**config.mk**
```make
export PLATFORM = sky130hd
export DESIGN_NAME = fetch_ctrl
export DESIGN_NICKNAME = d
export VERILOG_FILES = /design/src/rtl/fetch_ctrl_pkg.sv /design/src/rtl/fetch_ctrl_pc_incr.sv /design/src/rtl/fetch_ctrl.sv
export SDC_FILE = /design/constraint.sdc
export NUM_CORES = 1
export LEC_CHECK = 0
export CAP_MARGIN = 20
export CORE_MARGIN = 4
export CORE_UTILIZATION = 39
export DETAILED_ROUTE_END_ITERATION = 16
export GPL_TIMING_DRIVEN = 0
export HOLD_SLACK_MARGIN = 0.03
export PLACE_DENSITY = 0.77
export SYNTH_ARGS = -nofsm -noshare
export SYNTH_HDL_FRONTEND = slang
export SYNTH_SLANG_ARGS = --single-unit
```
**constraint.sdc**
```tcl
create_clock -name clk -period 1.7 [get_ports clk]
set_input_delay 0.34 -clock clk [delete_from_list [all_inputs] [get_ports clk]]
set_output_delay 0.34 -clock clk [all_outputs]
set_load 0.02 [all_outputs]
```
**src/rtl/fetch_ctrl_pkg.sv**
```systemverilog
// Shared types and constants for the fetch-stage sequencer.
// Optional build macro FETCH_CTRL_PERF_EN adds the stall/redirect performance counters.
package fetch_ctrl_pkg;

    typedef enum logic [1:0] {
        BOOT     = 2'd0,
        RUN      = 2'd1,
        STALL    = 2'd2,
        REDIRECT = 2'd3
    } fetch_state_t;

    localparam int PC_W_DEFAULT    = 8;
    localparam int PC_STEP_DEFAULT = 4;

    // Boot hold tops out at 15 cycles, flush at 8, so 4 bits covers both.
    localparam int BOOT_CNT_W  = 4;
    localparam int FLUSH_CNT_W = 4;
    localparam int PERF_CNT_W  = 16;

    localparam logic [PERF_CNT_W-1:0] PERF_CNT_MAX = '1;

`ifdef FETCH_CTRL_PERF_EN
    localparam bit PERF_EN = 1'b1;
`else
    localparam bit PERF_EN = 1'b0;
`endif

    function automatic logic [PERF_CNT_W-1:0] sat_inc(input logic [PERF_CNT_W-1:0] v);
        return (v == PERF_CNT_MAX) ? v : v + PERF_CNT_W'(1);
    endfunction

endpackage

```
**src/rtl/fetch_ctrl_pc_incr.sv**
```systemverilog
// Sequential next-PC adder; the sum wraps modulo 2^PC_W.
module pc_incr
    import fetch_ctrl_pkg::*;
#(
    parameter int PC_W    = PC_W_DEFAULT,
    parameter int PC_STEP = PC_STEP_DEFAULT
) (
    input  logic [PC_W-1:0] pc,
    output logic [PC_W-1:0] pc_plus
);

    assign pc_plus = pc + PC_W'(PC_STEP);

endmodule

```
**src/rtl/fetch_ctrl.sv**
```systemverilog
// Fetch-stage sequencer: arbitrates sequential fetch, branch redirect and load-use stall.
// Build macro FETCH_CTRL_PERF_EN adds stall_cnt / redirect_cnt outputs.
module fetch_ctrl
    import fetch_ctrl_pkg::*;
#(
    parameter int PC_W         = PC_W_DEFAULT,
    parameter int PC_STEP      = PC_STEP_DEFAULT,
    parameter int BOOT_CYCLES  = 2,
    parameter int FLUSH_CYCLES = 1
) (
    input  logic            clk,
    input  logic            reset,
    input  logic [PC_W-1:0] pc,
    input  logic            stall,
    input  logic            br_taken,
    input  logic [PC_W-1:0] br_target,
    output logic            pc_en,
    output logic [PC_W-1:0] next_pc,
    output logic            if_id_en,
    output logic            if_id_flush,
    output logic [1:0]      state
`ifdef FETCH_CTRL_PERF_EN
    ,
    output logic [PERF_CNT_W-1:0] stall_cnt,
    output logic [PERF_CNT_W-1:0] redirect_cnt
`endif
);

    localparam logic [BOOT_CNT_W-1:0]  BOOT_LAST  = BOOT_CNT_W'(BOOT_CYCLES - 1);
    localparam logic [FLUSH_CNT_W-1:0] FLUSH_LOAD = FLUSH_CNT_W'(FLUSH_CYCLES - 1);

    fetch_state_t           cur_state;
    fetch_state_t           nxt_state;
    logic [BOOT_CNT_W-1:0]  boot_cnt;
    logic [BOOT_CNT_W-1:0]  boot_cnt_nxt;
    logic [FLUSH_CNT_W-1:0] flush_cnt;
    logic [FLUSH_CNT_W-1:0] flush_cnt_nxt;
    logic [PC_W-1:0]        pc_plus;

    pc_incr #(
        .PC_W    (PC_W),
        .PC_STEP (PC_STEP)
    ) u_pc_incr (
        .pc      (pc),
        .pc_plus (pc_plus)
    );

    always_ff @(posedge clk or negedge reset) begin
        if (!reset) begin
            cur_state <= BOOT;
            boot_cnt  <= '0;
            flush_cnt <= '0;
        end else begin
            cur_state <= nxt_state;
            boot_cnt  <= boot_cnt_nxt;
            flush_cnt <= flush_cnt_nxt;
        end
    end

    // RUN and STALL share one decision: branch beats stall, stall beats fetch.
    always_comb begin
        nxt_state     = cur_state;
        boot_cnt_nxt  = boot_cnt;
        flush_cnt_nxt = flush_cnt;
        next_pc       = pc_plus;
        pc_en         = 1'b0;
        if_id_en      = 1'b0;
        if_id_flush   = 1'b0;

        case (cur_state)
            BOOT: begin
                if_id_flush  = 1'b1;
                boot_cnt_nxt = boot_cnt + BOOT_CNT_W'(1);
                if (boot_cnt == BOOT_LAST) begin
                    nxt_state = RUN;
                end
            end

            RUN, STALL: begin
                if (br_taken) begin
                    next_pc     = br_target;
                    pc_en       = 1'b1;
                    if_id_flush = 1'b1;
                    if (FLUSH_CYCLES > 1) begin
                        flush_cnt_nxt = FLUSH_LOAD;
                        nxt_state     = REDIRECT;
                    end else begin
                        nxt_state = RUN;
                    end
                end else if (stall) begin
                    nxt_state = STALL;
                end else begin
                    pc_en     = 1'b1;
                    if_id_en  = 1'b1;
                    nxt_state = RUN;
                end
            end

            REDIRECT: begin
                if_id_flush = 1'b1;
                if (flush_cnt <= FLUSH_CNT_W'(1)) begin
                    flush_cnt_nxt = '0;
                    nxt_state     = RUN;
                end else begin
                    flush_cnt_nxt = flush_cnt - FLUSH_CNT_W'(1);
                end
            end

            default: begin
                nxt_state = BOOT;
            end
        endcase
    end

    assign state = cur_state;

`ifdef FETCH_CTRL_PERF_EN
    logic decide_state;
    logic stall_honoured;
    logic redirect_accepted;

    assign decide_state      = (cur_state == RUN) || (cur_state == STALL);
    assign redirect_accepted = decide_state && br_taken;
    assign stall_honoured    = decide_state && stall && !br_taken;

    always_ff @(posedge clk or negedge reset) begin
        if (!reset) begin
            stall_cnt    <= '0;
            redirect_cnt <= '0;
        end else begin
            if (stall_honoured) begin
                stall_cnt <= sat_inc(stall_cnt);
            end
            if (redirect_accepted) begin
                redirect_cnt <= sat_inc(redirect_cnt);
            end
        end
    end
`endif

endmodule

```
==> summary.md <==
| Metric | Value |
|---|---|
| Status | `finished, violations left` |
| Failing checks | `setup timing` |
| Worst vdd ir | `between 900 and 1000 µV` |
| Fin. Hold Viols | `0` |
| Worst EP required | `about 1.4 ns` |
| Die area | `about 2500 µm²` |
| Synthesized instance count | `72` |
| Setup violations, final | `10` |
| Total CTS buffers | `3` |
| P_leak | `approximately 0.56 nW` |
| Register area share after synthesis | `approximately 36%` |
| Post-DP HPWL | `1220 µm` |
| Site row count | `15` |
| CP Class | `reg -> out` |
| Layout net count | `between 100 and 150` |
| CORE AREA | `roughly 1700 µm²` |
| Fin. max-slew vios | `0` |
| Worst path arrival time | `1.51 ns` |
| Pin count of the biggest net entering global routing | `11` |
| Clock sinks | `10` |
| Dpl ws | `-0.709 ns` |
| Final min period | `around 1.9 ns` |
| I/O pin count | `33` |
| GRT Overall Usage | `a little over an eighth` |
| Yosys reg bits | `10` |
| Clock skew | `~0.0019 ns` |
| Clk slew on worst S/H paths | `0.07 ns` |
| Hold WS | `~0.37 ns` |
| RSZ-0062 raised after global routing | `yes` |
| Setup crit start kind | `flop` |
| Wirelength per Cell | `12.9 µm` |
| Final antenna-violating net count | `0` |
| First DRT Iteration DRCs | `3` |
| Starting density of the core | `approximately two fifths` |
| Residual DRC | `0` |
| Actual slew at the worst max-slew pin | `roughly 0.44 ns` |
| Via count | `slightly below 700` |
| Share of layout cells above drive strength 1 | `between 40% and 50%` |
| Setup WS post-layout | `-0.151 ns` |
| Initial antenna violation count | `0` |
| Die Wd | `50.3 µm` |
| Clock Path Buffers | `2` |
| Final period util | `109%` |
| Synth-to-Final Area Change | `79.2%` |
| Critical Path End Type | `output pin` |
| # diodes | `0` |
| CTS tree | `done` |
| Final GP Congestion | `around 0.69` |
| CTS H-Tree Depth | `1` |
| Mapped cell area | `697 µm²` |
| PD cells | `around 1100 nW/µm²` |
| Worst hold path class | `in -> async` |
| Grt total ovfl | `0` |
| Count of unique library cells instantiated by Yosys | `23` |
| Die outline height | `~50 µm` |
| IO buf count | `32` |
| Yosys synthesis warning count | `0` |
| DR vias/cell | `a little under 5` |
| First-pass GRT wire length | `between 2000 and 3000 µm` |
| Mean Syn Cell Area | `about 9.7 µm²` |
| Max_cap viols | `0` |
| Slew margin rel. | `70.6%` |
| Skew-Pair Late Insertion Delay | `0.27 ns` |
| Routed WL | `between 1500 and 2000 µm` |
| Drt first pass iters | `4` |
| F_max | `roughly 0.54 GHz` |
| Vias in the first global route | `640` |
| CP max-delay cell | `dfrtp_2` |
| Maximum fanout along the worst path | `5` |
| Cells along the critical path | `inv_2 -> ha_4 -> nand2_8 -> mux2_4 -> buf_6` |
| Critical Path Max Stage Delay | `between 0.4 and 0.5 ns` |
| Post-Syn Nets | `a little under 100` |
| Root Driver | `clkbuf_4` |
-- cells in the final DEF (no fill, tap or decap), drive strengths merged --
| cell type | netlist | final |
|---|---|---|
| a21oi | 5 | 5 |
| o22ai | 1 | 1 |
| nor4b | 1 | 1 |
| ha | 7 | 7 |
| inv | 7 | 7 |
| mux2i | 4 | 4 |
| dlygate4sd2 | 0 | 4 |
| nand4 | 1 | 1 |
| xor2 | 3 | 3 |
| xnor2 | 4 | 4 |
| nand3 | 3 | 3 |
| o21ai | 1 | 1 |
| buf | 1 | 16 |
| o31ai | 2 | 2 |
| nand2b | 1 | 1 |
| dfrtp | 10 | 10 |
| mux2 | 4 | 4 |
| nor2 | 8 | 8 |
| clkdlybuf4s50 | 0 | 16 |
| clkbuf | 0 | 5 |
| a21boi | 1 | 1 |
| dlymetal6s2s | 0 | 1 |
| nand2 | 8 | 8 |
-- per-stage QoR --
stage	utilization, %	TNS [ns]	std cells	area [µm²]	total power, mW
after global placement	63.2	-5.05	129	1080	0.981
after floorplan	-	0	72	727	0.737
after global routing	73.1	-1.97	138	1250	1.49
after CTS	67.0	-1.17	136	1140	1.24
final	73.1	-1.18	138	1250	1.40
after detailed placement	63.2	-5.12	129	1080	0.993
-- power by group --
| part | internal, mW | total, mW | leakage [nW] | switching (mW) |
|---|---|---|---|---|
| sequential | 0.300 | 0.359 | 0.125 | 0.0591 |
| combinational | 0.431 | 0.819 | 0.411 | 0.388 |
| clock | 0.130 | 0.221 | 0.0210 | 0.0903 |
| total | 0.861 | 1.40 | 0.557 | 0.538 |
-- area by class of cell --
class	instances	area (µm²)
timing repair buffer	37	372
tap	25	31.3
sequential	10	253
multi-input combinational	54	515
inverter	7	26.3
fill	124	459
buffer	1	15.0
clock buffer	4	36.3
-- final timing paths --
kind | start | endpoint | slack (ns) | cells after the start
worst max-delay path | state[1] | next_pc[0] | -0.15 | 5
worst min-delay path | reset | boot_cnt[3] | 0.37 | 1
worst max register to register | flush_cnt[0] | state[0] | 0.18 | 6
worst min register to register | boot_cnt[3] | boot_cnt[3] | 0.48 | 1
max in group asynchronous | reset | state[1] | 1.00 | 1
min in group clk | boot_cnt[3] | boot_cnt[3] | 0.48 | 1
-- synthesized netlist by cell type, drive strengths merged --
master | number | share of area, %
a21boi | 1 | 1.1
a21oi | 5 | 3.6
buf | 1 | 0.72
dfrtp | 10 | 36
ha | 7 | 13
inv | 7 | 3.8
mux2 | 4 | 7.0
mux2i | 4 | 5.7
nand2 | 8 | 4.7
nand2b | 1 | 0.90
nand3 | 3 | 2.2
nand4 | 1 | 0.90
nor2 | 8 | 4.3
nor4b | 1 | 2.2
o21ai | 1 | 0.72
o22ai | 1 | 0.90
o31ai | 2 | 4.1
xnor2 | 4 | 5.0
xor2 | 3 | 3.8
-- sequential cells by signal, indices dropped and copies added, names as in the netlist --
name and flops:
flush_cnt 4, state 2, boot_cnt 4
-- metal layers --
| metal | track usage [%] | part of all wire (%) | vias to the layer above |
|---|---|---|---|
| met3 | 3.86 | 5.7 | 3 |
| met4 | 5.53 | 1.2 | 0 |
| li1 | - | - | 326 |
| met5 | 0 | 0 | - |
| met1 | 15.7 | 42 | 327 |
| met2 | 21.5 | 51 | 22 |
-- logic make-up (layout without fill, tap and decap cells) --
family                     Yosys count  in the layout  synth area share, %
AOI/OAI and AO/OA                   10             10                 10.4
and+or+nand+nor                     22             22                 15.1
adders and majority gates            7              7                 12.6
muxes                                8              8                 12.7
buffers and inverters                8             49                 4.49
xor gates and xnor gates             7              7                 8.80
DFF                                 10             10                 35.9
-- what timing repair did --
action / in CTS / in global routing
gates cloned: 0 / 1
setup endpoints to repair: 11 / 11
hold buffers: 0 / 0
pin swaps: 4 / 4
gates resized for setup: 67 / 24
setup buffers: 3 / 1
-- critical path, delay by kind of cell, from the launching register on --
kind / cells / cell delay (ns)
buffers and inverters: 2 / 0.21
AND/OR/NAND/NOR: 1 / 0.09
flip-flops: 1 / 0.41
multiplexers: 1 / 0.31
adder cells (fa/ha/maj): 1 / 0.22
No activity file was read; power rests on OpenSTA's default activity.
